==> config.mk <==
export PLATFORM = sky130hd
export DESIGN_NAME = scaled_result_display
export DESIGN_NICKNAME = d
export VERILOG_FILES = /design/src/rtl/display_pkg.sv /design/src/rtl/seven_seg_decoder.sv /design/src/rtl/scaled_result_display.sv
export SDC_FILE = /design/constraint.sdc
export NUM_CORES = 1
export LEC_CHECK = 0
export BUFFER_PORTS_ARGS = -buffer_cell sky130_fd_sc_hd__buf_4
export CORE_MARGIN = 2
export CORE_UTILIZATION = 40
export CTS_CLUSTER_DIAMETER = 120
export DETAILED_ROUTE_END_ITERATION = 10
export PLACE_DENSITY_LB_ADDON = 0.05
export SYNTH_ARGS = -nofsm -noshare
export SYNTH_HDL_FRONTEND = slang
export SYNTH_SLANG_ARGS = --single-unit
==> constraint.sdc <==
create_clock -name clk -period 2.5 [get_ports clk]
set_input_delay 0.5 -clock clk [delete_from_list [all_inputs] [get_ports clk]]
set_output_delay 0.5 -clock clk [all_outputs]
set_load 0.01 [all_outputs]
==> src/rtl/display_pkg.sv <==
// Shared constants and types for the scaled-result seven-segment display.
// Segment patterns are active-low, bit order gfedcba.
package display_pkg;

    typedef logic [3:0] digit_t;

    localparam logic [6:0] SEG_0     = 7'b1000000;
    localparam logic [6:0] SEG_1     = 7'b1111001;
    localparam logic [6:0] SEG_2     = 7'b0100100;
    localparam logic [6:0] SEG_3     = 7'b0110000;
    localparam logic [6:0] SEG_4     = 7'b0011001;
    localparam logic [6:0] SEG_5     = 7'b0010010;
    localparam logic [6:0] SEG_6     = 7'b0000010;
    localparam logic [6:0] SEG_7     = 7'b1111000;
    localparam logic [6:0] SEG_8     = 7'b0000000;
    localparam logic [6:0] SEG_9     = 7'b0010000;
    localparam logic [6:0] SEG_BLANK = 7'b1111111;

    localparam logic [3:0] ANODE_OFF = 4'b1111;

endpackage

==> src/rtl/seven_seg_decoder.sv <==
// Combinational decimal digit to active-low seven-segment pattern.
// Anything outside 0-9 is shown blank.
module seven_seg_decoder
    import display_pkg::*;
(
    input  digit_t     digit,
    output logic [6:0] seg
);

    always_comb begin
        unique case (digit)
            4'd0:    seg = SEG_0;
            4'd1:    seg = SEG_1;
            4'd2:    seg = SEG_2;
            4'd3:    seg = SEG_3;
            4'd4:    seg = SEG_4;
            4'd5:    seg = SEG_5;
            4'd6:    seg = SEG_6;
            4'd7:    seg = SEG_7;
            4'd8:    seg = SEG_8;
            4'd9:    seg = SEG_9;
            default: seg = SEG_BLANK;
        endcase
    end

endmodule

==> src/rtl/scaled_result_display.sv <==
// Captures a scaler operand/result pair and scans it onto a 4-digit display:
// operand on the left pair, result on the right pair, decimal point between.
module scaled_result_display
    import display_pkg::*;
#(
    parameter int REFRESH_DIV = 100000
) (
    input  logic       clk,
    input  logic       rst,
    input  logic       sample,
    input  logic [3:0] operand,
    input  logic [3:0] result,
    output logic [3:0] an,
    output logic [6:0] seg,
    output logic       dp,
    output logic       frame_done
);

    localparam int CNT_W = (REFRESH_DIV > 1) ? $clog2(REFRESH_DIV) : 1;
    localparam logic [CNT_W-1:0] CNT_LAST = CNT_W'(REFRESH_DIV - 1);

    logic [3:0]       op_q;
    logic [3:0]       res_q;
    logic [CNT_W-1:0] cnt;
    logic [1:0]       idx;
    logic             wrap;

    logic [3:0]       value;
    logic             tens;
    logic [3:0]       ones;
    digit_t           digit;
    logic             blank;
    logic [6:0]       seg_dec;
    logic [3:0]       an_next;
    logic [6:0]       seg_next;
    logic             dp_next;

    assign wrap = (cnt == CNT_LAST);

    // Slots 3/2 carry the operand, 1/0 the result; odd slots are tens digits.
    // NOTE: every always_comb output gets a default first so no path leaves it unassigned (no latch).
    always_comb begin
        value    = idx[1] ? op_q : res_q;
        tens     = (value >= 4'd10);
        ones     = tens ? (value - 4'd10) : value;
        digit    = idx[0] ? {3'b000, tens} : ones;
        blank    = idx[0] && !tens;
        an_next  = ~(4'b0001 << idx);
        seg_next = seg_dec;
        dp_next  = (idx != 2'd2);
        if (blank) begin
            an_next  = ANODE_OFF;
            seg_next = SEG_BLANK;
        end
    end

    seven_seg_decoder u_decoder (
        .digit (digit),
        .seg   (seg_dec)
    );

    // NOTE: sequential state uses non-blocking assignments so every register sees pre-edge values.
    always_ff @(posedge clk) begin
        if (rst) begin
            op_q       <= '0;
            res_q      <= '0;
            cnt        <= '0;
            idx        <= '0;
            an         <= ANODE_OFF;
            seg        <= SEG_BLANK;
            dp         <= 1'b1;
            frame_done <= 1'b0;
        end else begin
            if (sample) begin
                op_q  <= operand;
                res_q <= result;
            end
            cnt <= wrap ? '0 : cnt + 1'b1;
            if (wrap) begin
                idx <= idx + 2'd1;
            end
            an         <= an_next;
            seg        <= seg_next;
            dp         <= dp_next;
            frame_done <= wrap && (idx == 2'd3);
        end
    end

endmodule
==> run summary <==
Clk_lat worst skew: 0.28 ns
Filler cell count: 428
Critical path endpoint category: register
Share of cells above drive strength 1: 18.1%
Pre-CTS worst setup slack: 0.423 ns
Initial Utilization: 41.5%
First-pass GRT wire length: 5530 um
Final Instance Count excl. Fillers: 273
Resized cells post-CTS: 0
Syn Area/Cell: 9.26 um^2
Final hold violations: 0
Cell Area, Synth: 1800 um^2
Final net count: 240
GRT Overall Usage: 13.8%
Cells after synthesis: 194
Clk buf depth: 2
Status: finished, final reports clean
Worst Max-Slew Pin Slew: 0.598 ns
Routed WL: 3180 um
WHS: 0.447 ns
Drt initial violations: 88
First-pass iteration count of the detailed router: 4
Syn nets: 214
DR vias/cell: 4.92
M1 wire length: 1440 um
Layout area overhead: 17.6%
CTS tree: built
WP data required: 2.71 ns
# H-tree levels: 2
Per-cell routed wire length: 11.6 um
Post-DP Area: 2020 um^2
Worst clock skew: 0.00354 ns
Endpoints failing setup: 0
Clk Tree Root Cell: clkbuf_8
Rows: 24
Initial antenna violation count: 0
Slew Limit Fails: 0
Inst Count DP: 265
DIE AREA: 5040 um^2
DRC violations left: 0
Finished layout cell area: 2110 um^2
Worst slew margin: 60.2%
Pin count of the biggest net entering global routing: 17
Startpoint class of the critical path: register
RSZ-0062 raised after global routing: false
Postcts setup bufs: 0
PortBufs: 23
Ant diodes: 0
Post-layout min period: 2.09 ns
Worst endpoint data arrival time: 2.30 ns
Post-synthesis register bit count: 40
Antenna Nets Post-Route: 0
Uppermost layer routed: met4
Sequential fraction of the synthesis area: 44.6%
GR Overflow Total: 0
Crit-path max FO: 8
Die W: 71.0 um
Period utilisation layout: 83.7%
Routability cong.: 0.840
Hold Buf Count CTS: 0
Peak supply drop: 316 uV
Die H: 71.0 um
Crit Path Class: reg -> reg
# IOs: 24
Hpwl dp: 2340 um
CTS Buf Count: 5
Core Footprint: 4320 um^2
Highest Clock Rate: 0.478 GHz
Via count: 1342
Setup_tns: 0 ns
Clk sinks: 40
Tightest Hold Check Type: in -> reg
Post-synth cell types: 37
Max Cap Viol: 0
Met3 wire length: 133 um
Yosys warning total: 0
WL met2: 1570 um
Leakage Power: 0.871 nW
Setup ws final: 0.407 ns
Cell Pwr Density: 582 nW/um^2
Reg clk slew, reported paths: 0.07 ns
Vias in the first global route: 1234
## layout make-up
| cell class | count | area, um^2 | area share [%] |
|---|---|---|---|
| Clock buffer | 6 | 82.6 | 3.91 |
| Clock inverter | 2 | 10.0 | 0.474 |
| Inverter | 9 | 33.8 | 1.60 |
| Multi-Input combinational cell | 138 | 925 | 43.8 |
| Sequential cell | 40 | 801 | 37.9 |
| Tap cell | 52 | 65.1 | 3.08 |
| Timing Repair Buffer | 26 | 195 | 9.24 |
## Yosys cell counts, drive strengths merged
library cell	instances	area, um^2
mux2i	12	120
a21boi	1	7.51
o311ai	1	8.76
nor3b	2	15.0
ha	9	113
inv	9	33.8
nand4	6	37.5
nand3	6	30.0
buf	3	21.3
or2b	1	7.51
and4	1	8.76
o21a	1	7.51
nor4	1	6.26
and2	2	12.5
nor2	31	116
clkbuf	4	15.0
or3	2	17.5
nand2	13	48.8
nand2b	3	18.8
o31ai	1	12.5
nor3	5	30.0
o21ai	5	25.0
nor4b	1	8.76
mux2	1	15.0
and3	7	43.8
dfxtp	40	801
nor2b	2	12.5
o211ai	1	7.51
xnor2	8	70.1
a21oi	4	31.3
xor2	8	70.1
a211oi	3	22.5
## path summary, 6_finish.rpt
| path | slack (ns) | startpoint | end | cells after the start |
|---|---|---|---|---|
| worst min-delay path | 0.45 | result[0] | res_q[0]$_SDFFE_PP0P_ | 3 |
| worst max register to register | 0.41 | idx[1]$_SDFFE_PP0P_ | seg[1]$_SDFF_PP1_ | 6 |
| worst min register to register | 0.46 | cnt[0]$_SDFF_PP0_ | cnt[0]$_SDFF_PP0_ | 1 |
| worst max-delay path | 0.41 | idx[1]$_SDFFE_PP0P_ | seg[1]$_SDFF_PP1_ | 6 |
## kinds of logic after synthesis
kind of cell	share of synthesized area, %
AO/OA/AOI/OAI	6.83
XOR/XNOR	7.81
adder cells (fa/ha/maj)	6.27
buffers and inverters	3.90
flip-flops	44.6
multiplexers	7.53
AND/OR/NAND/NOR	23.1
## sequential cells by signal, indices dropped and copies added (netlist names)
signal      count
idx             2
dp              1
seg             7
op_q            4
an              4
res_q           4
frame_done      1
cnt            17
## power by group
part | internal (mW) | switching (mW)
Clock | 0.220 | 0.213
Sequential | 0.661 | 0.0124
Combinational | 0.0590 | 0.0626
## through the flow
step	utilization, %	power (mW)
2_1_floorplan	-	0.765
3_3_place_gp	46.7	0.810
3_5_place_dp	46.7	0.812
4_1_cts	48.8	1.25
5_1_grt	48.8	1.29
6_report	48.8	1.23
## routing by layer
metal	GRT usage [%]	up-vias
li1	-	704
met1	16.2	616
met2	23.4	18
met3	4.56	4
met4	5.03	0
met5	0	-
## cells in the final DEF, fill, tap and decap left out, types with 3 or more instances in the layout
cell type  netlist  routed
clkbuf_8         0       6
nand2b_1         3       3
and3_1           7       7
nand2_1         13      13
a21oi_1          3       3
ha_1             9       9
nand3_1          6       6
xor2_1           8       8
xnor2_1          8       8
nor2_1          31      31
nor3_1           4       4
buf_4            0      26
o21ai_0          5       5
a211oi_1         3       3
inv_1            8       8
dfxtp_1         40      40
mux2i_1         12      12
nand4_1          6       6
## critical path, stage by stage (launching register included)
cell and delay (ns):
dfxtp_1 0.45, mux2_4 0.34, or3_4 0.40, a21oi_4 0.26, ha_1 0.28, and2_1 0.13, o21ai_0 0.15
No activity file was read; power rests on OpenSTA's default activity.
